--- config.mk ---
export PLATFORM = sky130hd
export DESIGN_NAME = rf_access_ctrl
export DESIGN_NICKNAME = d
export VERILOG_FILES = /design/src/rtl/rf_access_ctrl.sv
export SDC_FILE = /design/constraint.sdc
export NUM_CORES = 1
export LEC_CHECK = 0
export CORE_MARGIN = 5
export CORE_UTILIZATION = 35
export DETAILED_ROUTE_END_ITERATION = 16
export MAX_ROUTING_LAYER = met4
export PLACE_DENSITY = 0.69
export SLEW_MARGIN = 10
export SYNTH_ARGS = -nofsm -noshare
export SYNTH_HDL_FRONTEND = slang
export SYNTH_SLANG_ARGS = --single-unit
export TNS_END_PERCENT = 100
--- constraint.sdc ---
create_clock -name clk -period 2.31 [get_ports clk]
set_clock_uncertainty 0.1 [all_clocks]
set_input_delay 0.5775 -clock clk [delete_from_list [all_inputs] [get_ports clk]]
set_output_delay 0.5775 -clock clk [all_outputs]
set_load 0.01 [all_outputs]
--- src/rtl/rf_access_ctrl.sv ---
// Operand-fetch controller: reads two source registers from a registered-read
// register file and forwards in-flight write-backs so the operands never go stale.
module rf_access_ctrl #(
    parameter int addr_width = 4,
    parameter int data_width = 16
) (
    input  logic                  clk,
    input  logic                  reset,
    input  logic                  req_valid,
    output logic                  req_ready,
    input  logic [addr_width-1:0] rs_a,
    input  logic [addr_width-1:0] rs_b,
    output logic                  op_valid,
    input  logic                  op_ready,
    output logic [data_width-1:0] op_a,
    output logic [data_width-1:0] op_b,
    input  logic                  wb_valid,
    input  logic [addr_width-1:0] wb_addr,
    input  logic [data_width-1:0] wb_data,
    output logic                  rf_we,
    output logic [addr_width-1:0] rf_wadr,
    output logic [data_width-1:0] rf_din,
    output logic [addr_width-1:0] rf_radr,
    input  logic [data_width-1:0] rf_dout
);

    typedef enum logic [2:0] {IDLE, ISSUE_A, ISSUE_B, CAP_B, DONE} state_t;

    state_t                state, next_state;
    logic [addr_width-1:0] rs_a_q, rs_b_q;
    logic                  fwd_a, fwd_b;
    logic                  accept, in_flight, hit_a, hit_b;

    assign rf_we   = wb_valid & ~reset;
    assign rf_wadr = wb_addr;
    assign rf_din  = wb_data;

    assign accept    = req_valid & req_ready;
    assign in_flight = (state != IDLE);
    assign hit_a     = wb_valid & in_flight & (wb_addr == rs_a_q);
    assign hit_b     = wb_valid & in_flight & (wb_addr == rs_b_q);

    always_comb begin
        next_state = state;
        req_ready  = 1'b0;
        op_valid   = 1'b0;
        rf_radr    = rs_b_q;
        case (state)
            IDLE: begin
                req_ready = 1'b1;
                if (req_valid) next_state = ISSUE_A;
            end
            ISSUE_A: begin
                rf_radr    = rs_a_q;
                next_state = ISSUE_B;
            end
            ISSUE_B: next_state = CAP_B;
            CAP_B:   next_state = DONE;
            DONE: begin
                op_valid = 1'b1;
                if (op_ready) begin
                    req_ready  = 1'b1;
                    next_state = req_valid ? ISSUE_A : IDLE;
                end
            end
            default: next_state = IDLE;
        endcase
        if (reset) begin
            req_ready = 1'b0;
            op_valid  = 1'b0;
        end
    end

    // A write-back to a latched source always beats the register-file capture,
    // whether it lands earlier in the sequence (fwd flag) or on the same edge.
    always_ff @(posedge clk) begin
        if (reset) begin
            state  <= IDLE;
            rs_a_q <= '0;
            rs_b_q <= '0;
            op_a   <= '0;
            op_b   <= '0;
            fwd_a  <= 1'b0;
            fwd_b  <= 1'b0;
        end else begin
            state <= next_state;
            if (accept) begin
                rs_a_q <= rs_a;
                rs_b_q <= rs_b;
                fwd_a  <= 1'b0;
                fwd_b  <= 1'b0;
            end else begin
                if (hit_a) fwd_a <= 1'b1;
                if (hit_b) fwd_b <= 1'b1;
            end
            if (hit_a)
                op_a <= wb_data;
            else if (state == ISSUE_B && !fwd_a)
                op_a <= rf_dout;
            if (hit_b)
                op_b <= wb_data;
            else if (state == CAP_B && !fwd_b)
                op_b <= rf_dout;
        end
    end

endmodule

==> results by group, run 1 <==
Outcome
  – Run status: finished, final reports clean

Critical path
  – Crit path kind: primary input to primary output
  – Worst Path Required: 1.63 ns
  – Most used cell, CP: clkdlybuf4s50_1
  – Worst path slowest cell: clkdlybuf4s50_1
  – Critical Path Max Stage Delay: 0.54 ns
  – Crit-path cells: clkdlybuf4s50_1 -> clkdlybuf4s50_1
  – Critical path arrival: 1.61 ns
  – CP Launch Type: primary input
  – Crit path buf inv count: 2
  – Worst Path Max Fanout: 2
  – Setup crit end kind: primary output
  – Delay-heaviest family, CP: buffers and inverters

Clocking
  – Root Buffer: clkbuf_8
  – CTS Hold Buffers Added: 0
  – H-tree levels: 2
  – CTS Buf Count: 5
  – CTS tree: built
  – Post-CTS Setup Bufs: 0
  – Sink Count: 45
  – Worst-skew pair later-pin latency: 0.29 ns
  – CTS max path bufs: 2
  – Clock transition at path regs: 0.08 ns

Logic synthesis
  – Synth area leader: dfxtp_1
  – Synthesized instance count: 254
  – Mapped Area: 2450 sq um
  – Synth Net Count: 303
  – Area contributors post-synth: dfxtp_1 (37%), mux2i_1 (16%), a211oi_1 (7.1%)
  – Synth Flop Type: dfxtp_1
  – Sequential area share after synthesis: 0.368
  – Syn avg cell area: 9.64 sq um
  – Asr flop ratio synth: 0
  – Share of the synthesized area in the top cell type: 0.368
  – EDFF count, synth: 0
  – Yosys warnings: 0
  – Seq cells post-synth: 45
  – Top-count cell post-synth: dfxtp_1
  – Netlist cell types: 31
  – Post-synth top cells: dfxtp_1 (45), nor2_1 (41), mux2i_1 (40), a211oi_1 (23), buf_4 (23)

Timing
  – Tcrit/Tclk final: 0.989
  – Max-slew violations: 0
  – Fmax: 438 MHz
  – Worst slew margin: 0.649
  – Setup TNS: 0 ns
  – Actual slew at the worst max-slew pin: 0.527 ns
  – Final setup violation count: 0
  – Min Tclk post-route: 2.28 ns
  – Final Hold Vio Count: 0
  – RSZ-0062 raised after global routing: no

Floorplanning
  – Initial core utilization: 0.360
  – Die width: 93.6 um
  – Die Height: 93.6 um
  – Cell row count: 30
  – DIE AREA: 8770 sq um
  – Core area: 6790 sq um
  – Num ports: 108

Cells and area
  – Final net count: 402
  – Fin area: 3700 sq um
  – Proportion of layout cells with a drive suffix above 1: 0.144
  – P&R area growth vs syn: 51.1%
  – Area occupied by multi-input gates: 1290 sq um
  – Register Area: 902 sq um
  – # diodes: 0
  – # fillers: 634

GRT
  – First-pass GRT wire length: 11200 um
  – GR Overflow Total: 0
  – Initial antenna violation count: 0
  – Number of global-route vias before repair: 2235
  – Maximum number of pins on one net before global-route repair: 45
  – Total GRT Usage: 0.167

Route
  – Wire length per cell: 15.8 um
  – Vias/cell: 4.83
  – Drt drc: 0
  – Antenna viol nets, final: 0
  – Initial DRC count: 54
  – Final wirelength: 7120 um
  – Routed via count: 2174
  – 1st-pass router iterations: 4

Run
  – Max-Cap Viols: 0

Place
  – Area post-placement: 3560 sq um
  – Buffers added on ports: 107
  – Gp weighted congestion: 0.778
  – Post-DP HPWL: 5230 um

Pwr
  – Pwr/cell area: 543 nW/um^2
  – Worst VDD drop: 0.000272 V
  – Leak: 1.34 nW

Min path
  – Hold WC Path Type: flip-flop to flip-flop
cell families after synthesis:
family | share of synthesized area
xor+xnor | 0.0322
mux | 0.182
flops | 0.368
simple gates | 0.173
compound gates | 0.129
buf+inv | 0.115
what timing repair did:
action	4_1_cts	5_1_grt
hold endpoints to repair	0	0
resized for setup	15	12
setup endpoints to repair	11	12
area by class of cell:
| cell class | instances | area share |
|---|---|---|
| Inverter | 1 | 0.00101 |
| Timing Repair Buffer | 131 | 0.343 |
| Sequential cell | 45 | 0.244 |
| Clock inverter | 1 | 0.00811 |
| Clock buffer | 7 | 0.0233 |
| Multi-Input combinational cell | 169 | 0.349 |
| Tap cell | 96 | 0.0325 |
state kept, by name, indices dropped and copies added (netlist names):
register,flops
rs_b_q,4
fwd_a,1
rs_a_q,4
op_b,16
state,3
op_a,16
fwd_b,1
per-stage QoR:
step | setup WS [ns] | util | instances | hold slack [ns] | total power, mW
after floorplan | 0.276 | - | 254 | 0.360 | 1.16
after global placement | -0.216 | 0.524 | 442 | 0.368 | 1.41
after detailed placement | -0.230 | 0.524 | 442 | 0.372 | 1.41
after CTS | 0.00702 | 0.541 | 450 | 0.392 | 2.04
after global routing | 0.00182 | 0.545 | 450 | 0.404 | 2.12
final | 0.0251 | 0.545 | 450 | 0.386 | 2.01
final timing paths:
check	start	endpoint	slack, ns	cells after the start
worst min register to register	fwd_b	fwd_b	0.39	2
worst max-delay path	wb_data[15]	rf_din[15]	0.03	2
worst max register to register	state[0]	op_a[0]	0.38	6
worst min-delay path	fwd_b	fwd_b	0.39	2
layout by cell type, fill, tap and decap left out, types with 5 or more instances in the layout:
master            n
clkdlybuf4s50_1  88
dfxtp_1          44
nor2_1           41
mux2i_1          40
a211oi_1         23
buf_4            23
nand3b_1         17
xnor2_1           9
a211oi_2          9
dlymetal6s2s_1    7
clkbuf_8          6
dlygate4sd2_1     6
clkdlybuf4s15_1   5
layer usage:
layer  wire [um]  track usage
met2        3240        0.269
met1        3180        0.208
met3         654       0.0475
met4          46       0.0361
met5           0            -
where the power goes:
part	internal (mW)	switching (mW)
Combinational	0.301	0.237
Clock	0.353	0.265
Sequential	0.823	0.0296
Total	1.48	0.531
Note: power is estimated with default switching activity, not from simulation.
==> inputs of run 2 (changes only) <==
--- a/config.mk
+++ b/config.mk
@@ -5,9 +5,11 @@
 export SDC_FILE = /design/constraint.sdc
 export NUM_CORES = 1
 export LEC_CHECK = 0
+export CORE_ASPECT_RATIO = 0.7
 export CORE_MARGIN = 5
 export CORE_UTILIZATION = 35
 export DETAILED_ROUTE_END_ITERATION = 16
+export GPL_TIMING_DRIVEN = 0
 export MAX_ROUTING_LAYER = met4
 export PLACE_DENSITY = 0.69
 export SLEW_MARGIN = 10
==> run 2 against run 1 <==
  * Combinational power up 8.2%
  * Power down 4.2%
  * Global-route usage up 1.4 points
  * Largest power group unchanged
  * Cell area up 2.5%
  * Register-to-register slack worse by 0.19 ns
  * Flip-flop and latch count unchanged
  * Critical path type unchanged
  * Core utilization up 1.4 points
  * Fmax up 0.31%
  * Worst hold slack better by 0.015 ns
  * Critical path depth up 2
  * Routed wire length up 9.1%
==> results by group, run 2 (synthesis results as in run 1) <==
Route
  – Vias/cell: 4.88
  – Routed via count: 2282
  – Final wirelength: 7770 um
  – Initial DRC count: 68
  – Wire length per cell: 16.6 um
  – 1st-pass router iterations: 4
  – Drt drc: 0
  – Antenna viol nets, final: 0

Critical path
  – Crit-path cells: clkdlybuf4s50_1 -> nand2b_4 -> and2_1 -> clkdlybuf4s15_1
  – Reg-to-Reg End: op_a[5]
  – R2r setup slk: 0.19 ns
  – Setup crit end kind: primary output
  – Worst path slowest cell: clkdlybuf4s50_1
  – Critical path arrival: 1.60 ns
  – Worst Path Required: 1.63 ns
  – Worst Reg-to-Reg Cells: 9
  – CP Launch Type: primary input
  – Critical R2R Launch: state[0]
  – Worst Path Max Fanout: 3
  – Crit path kind: primary input to primary output
  – Critical Path Max Stage Delay: 0.50 ns

Min path
  – Hold Startpoint: fwd_b
  – Hold WC Path Type: flip-flop to flip-flop
  – Hold Path End: fwd_b
  – Worst Hold Depth: 2

Pwr
  – Leak: 1.39 nW
  – Pwr/cell area: 507 nW/um^2
  – Worst VDD drop: 0.000323 V
  – Pwr Total: 1.92 mW

Floorplanning
  – Core area: 6790 sq um
  – Die width: 110 um
  – Die Height: 80.0 um
  – Cell row count: 25
  – Initial core utilization: 0.361
  – Num ports: 108
  – DIE AREA: 8800 sq um

Cells and area
  – Biggest regs: op_a (16), op_b (16)
  – P&R area growth vs syn: 54.9%
  – Final design utilization: 0.559
  – # diodes: 0
  – Proportion of layout cells with a drive suffix above 1: 0.198
  – Commonest cells after routing, fill and taps aside: clkdlybuf4s50_1 (78), dfxtp_1 (42), nor2_1 (41)
  – # fillers: 654
  – Commonest non-fill, non-tap cell in the layout: clkdlybuf4s50_1
  – Final net count: 422
  – Cell Count, Final, Fillers Out: 468

Clocking
  – H-tree levels: 2
  – CTS tree: built
  – CTS max path bufs: 2
  – Clock transition at path regs: 0.09 ns
  – Worst-skew pair later-pin latency: 0.30 ns
  – Sink Count: 45
  – CTS Hold Buffers Added: 0
  – CTS Buf Count: 5
  – Root Buffer: clkbuf_8

Place
  – Gp weighted congestion: 0.794
  – Worst slack at placement: -0.550 ns
  – Post-DP HPWL: 5740 um
  – Placed cell count: 453
  – Buffers added on ports: 105

Timing
  – Setup TNS: 0 ns
  – Fmax: 439 MHz
  – Tcrit/Tclk final: 0.986
  – RSZ-0062 raised after global routing: yes
  – Worst slew margin: 0.551
  – Final setup violation count: 0
  – Max-slew violations: 0
  – Min Tclk post-route: 2.28 ns
  – Final Hold Vio Count: 0
  – Actual slew at the worst max-slew pin: 0.674 ns
  – Setup WS post-layout: 0.0321 ns

Outcome
  – Run status: finished, final reports clean

GRT
  – Initial antenna violation count: 0
  – Number of global-route vias before repair: 2308
  – GR Overflow Total: 0
  – Maximum number of pins on one net before global-route repair: 14
  – Total GRT Usage: 0.181
  – First-pass GRT wire length: 12000 um

Run
  – Max-Cap Viols: 0
## run 2: changes by cell type in the layout (fill, tap and decap cells not counted), moves of 4 or more
cell,delta
dlymetal6s2s_1,-7
clkbuf_1,+5
buf_6,+12
mux2_4,+4
clkdlybuf4s50_1,-10
mux2_2,-4
clkdlybuf4s15_1,-4
buf_4,+7
dlygate4sd2_1,+16
## run 2: final cells by class
cell class	count	area, sq um	area share
clock inverters	2	10.0	0.00264
flip-flops and latches	45	905	0.239
multi-input cells	169	1300	0.344
repair buffers	113	1090	0.288
clock buffers	6	72.6	0.0191
inverters	1	3.75	0.000990
well taps	94	118	0.0310
plain buffers	38	288	0.0759
## run 2: worst max path at each step
stage                     cells past startpoint  slack (ns)    endpoint      from
after detailed placement                      4       -0.55       rf_we  wb_valid
after global routing                          5       -0.02  rf_radr[0]  state[0]
after global placement                        4       -0.52       rf_we  wb_valid
after floorplan                               3        0.28       rf_we  wb_valid
after CTS                                     5      -0.005  rf_radr[2]  state[0]
final                                         4        0.03   req_ready  op_ready
## run 2: stage by stage
stage / cell area [sq um] / hold WS (ns)
2_1_floorplan: 2450 / 0.360
3_3_place_gp: 3620 / 0.367
3_5_place_dp: 3620 / 0.391
4_1_cts: 3720 / 0.404
5_1_grt: 3790 / 0.424
6_report: 3790 / 0.401
## run 2: critical path, delay by kind of cell
family | cells | cell delay, ns
simple gates | 2 | 0.28
buf+inv | 2 | 0.74
## run 2: where the power goes
group	leakage [nW]	total (mW)	switching (mW)	internal, mW
registers	0.367	0.860	0.0358	0.824
clock network	0.0450	0.483	0.273	0.210
logic	0.977	0.581	0.251	0.330
total	1.39	1.92	0.560	1.36
## run 2: repair_timing
item                       CTS  global route
resized for setup           51            13
setup endpoints to repair   38             6
setup buffers                5             3
pin swaps                    2             0
hold endpoints to repair     0             0
## run 2: layer usage
metal / GRT usage / vias up / routed length [um]
met5: - / - / 0
met4: 0.0511 / 0 / 80
met3: 0.0315 / 6 / 465
met2: 0.262 / 73 / 3320
met1: 0.257 / 1082 / 3900
li1: - / 1121 / -
==> inputs of run 3 (changes only) <==
==> constraint.sdc (replaced) <==
create_clock -name clk -period 2.31 [get_ports clk]
set_clock_uncertainty 0.1 [all_clocks]
set_input_delay 0.693 -clock clk [delete_from_list [all_inputs] [get_ports clk]]
set_output_delay 0.693 -clock clk [all_outputs]
set_load 0.01 [all_outputs]
==> run 3 against run 2 <==
  * Worst hold slack lost 0.00084 ns
  * Largest cell class unchanged
  * Routed wire length shrank 0.79%
  * First-iteration DRC count shrank 29%
  * Core utilization shrank 0.15 points
  * Power shrank 0.33%
  * The run now ends with setup timing left
  * Die area is the same
  * Sequential share of layout area grew 0.20 points
  * Cell area shrank 0.26%
  * Highest routed layer unchanged
  * Clock-buffer cell count is the same
  * Cell count shrank 0.21%
==> results by group, run 3 (synthesis results as in run 1) <==
Place
  – Post-DP HPWL: 5740 um
  – Gp weighted congestion: 0.794
  – Buffers added on ports: 105
  – Placed cell count: 453

Timing
  – RSZ-0062 raised after global routing: yes
  – Fmax: 425 MHz
  – Max-slew violations: 0
  – Tcrit/Tclk final: 1.02
  – Worst slew margin: 0.549
  – Setup WS post-layout: -0.0440 ns
  – Final setup violation count: 3
  – Min Tclk post-route: 2.35 ns
  – Actual slew at the worst max-slew pin: 0.676 ns
  – Final Hold Vio Count: 0

Floorplanning
  – Initial core utilization: 0.361
  – Die Height: 80.0 um
  – Num ports: 108
  – Die width: 110 um
  – Cell row count: 25
  – DIE AREA: 8800 sq um
  – Core area: 6790 sq um

Critical path
  – Setup crit end kind: primary output
  – Worst setup startpoint: state[1]
  – Worst Reg-to-Reg Cells: 7
  – Reg-to-Reg End: op_a[5]
  – Worst Path Required: 1.52 ns
  – Crit-path cells: nor3b_4 -> buf_6 -> buf_6 -> mux2_4 -> buf_6
  – Crit path buf inv count: 3
  – Crit path kind: flip-flop to primary output
  – Critical R2R Launch: state[0]
  – Most used cell, CP: buf_6
  – Delay-heaviest family, CP: flip-flops
  – Worst path slowest cell: dfxtp_4
  – Critical Path Max Stage Delay: 0.38 ns
  – Critical path arrival: 1.56 ns
  – CP Launch Type: flip-flop
  – Worst Path Max Fanout: 8
  – R2r setup slk: 0.41 ns

Route
  – Antenna viol nets, final: 0
  – Drt drc: 0
  – Wire length per cell: 16.5 um
  – Initial DRC count: 48
  – Final wirelength: 7710 um
  – Routed via count: 2247
  – Vias/cell: 4.81
  – 1st-pass router iterations: 4

Clocking
  – CTS max path bufs: 2
  – CTS Hold Buffers Added: 0
  – H-tree levels: 2
  – Worst-skew pair later-pin latency: 0.30 ns
  – CTS tree: built
  – Sink Count: 45
  – CTS Buf Count: 5
  – Clock transition at path regs: 0.09 ns
  – Root Buffer: clkbuf_8

Pwr
  – Leak: 1.41 nW
  – Pwr Total: 1.92 mW
  – Pwr/cell area: 507 nW/um^2
  – Worst VDD drop: 0.000313 V

Outcome
  – Failing checks: setup timing
  – Run status: complete, but fails checks

Cells and area
  – P&R area growth vs syn: 54.5%
  – Register Area: 910 sq um
  – Area occupied by multi-input gates: 1310 sq um
  – # fillers: 659
  – Cell Count, Final, Fillers Out: 467
  – # diodes: 0
  – Biggest regs: op_a (16), op_b (16)
  – Final net count: 421
  – Commonest cells after routing, fill and taps aside: clkdlybuf4s50_1 (66), dfxtp_1 (42), nor2_1 (41)
  – Commonest non-fill, non-tap cell in the layout: clkdlybuf4s50_1
  – Proportion of layout cells with a drive suffix above 1: 0.249

GRT
  – Total GRT Usage: 0.183
  – Number of global-route vias before repair: 2322
  – First-pass GRT wire length: 12100 um
  – Maximum number of pins on one net before global-route repair: 14
  – Initial antenna violation count: 0
  – GR Overflow Total: 0

Min path
  – Hold WC Path Type: flip-flop to flip-flop
  – Hold Startpoint: fwd_b
  – Hold Path End: fwd_b
  – Worst Hold Depth: 2

Run
  – Max-Cap Viols: 0
## run 3: cell types whose count changed in the layout (fill, tap and decap cells not counted), moves of 2 or more
cell | previous run | this run
dlygate4sd2_1 | 22 | 8
clkdlybuf4s50_1 | 78 | 66
clkdlybuf4s15_2 | 0 | 11
clkbuf_2 | 2 | 9
dlymetal6s2s_1 | 0 | 5
buf_2 | 0 | 3
buf_4 | 30 | 28
dfxtp_2 | 3 | 1
dfxtp_4 | 0 | 2
## run 3: how the worst max path moves through the flow
stage                     depth (start not counted)         end  slack (ns)
after floorplan                                   3       rf_we        0.05
after global routing                              5  rf_radr[0]       -0.11
final                                             5  rf_radr[1]       -0.04
after detailed placement                          4       rf_we       -0.78
after CTS                                         5  rf_radr[1]       -0.06
after global placement                            4       rf_we       -0.76
## run 3: per-layer routing
layer | GRT usage | share of wire
met5 | - | 0
met4 | 0.0523 | 0.0093
met3 | 0.0323 | 0.075
met2 | 0.268 | 0.43
met1 | 0.257 | 0.48
## run 3: report_power, final
group          internal [mW]  total (mW)  switching, mW
logic                  0.324       0.576          0.251
registers              0.823       0.859         0.0356
clock network          0.210       0.483          0.272
## run 3: timing repair
| item | CTS | global route |
|---|---|---|
| buffers inserted | 5 | 3 |
| gates resized for setup | 102 | 19 |
| pin swaps | 2 | 2 |
| endpoints found under the setup margin | 54 | 28 |
## run 3: cell type report
cell class	count	area share
plain buffers	37	0.0728
clock buffers	6	0.0192
clock inverters	2	0.00265
inverters	1	0.000992
multi-input cells	169	0.345
flip-flops and latches	45	0.240
well taps	94	0.0311
repair buffers	113	0.287
## run 3: per-stage QoR
stage	TNS [ns]	hold WS [ns]	setup WS [ns]	utilization	instance area (sq um)
floorplan	0	0.360	0.0452	-	2450
global placement	-19.49	0.367	-0.756	0.533	3620
detailed placement	-20.43	0.391	-0.781	0.533	3620
CTS	-0.136	0.404	-0.0614	0.558	3790
global route	-0.365	0.425	-0.107	0.557	3780
finish	-0.100	0.400	-0.0440	0.557	3780
## run 3: worst register-to-register path, delay by kind of cell, from the launching register on
kind                   cells  cell delay, ns
AOI/OAI and AO/OA          1            0.08
and+or+nand+nor            3            0.71
buffers and inverters      3            0.52
DFF                        1            0.34
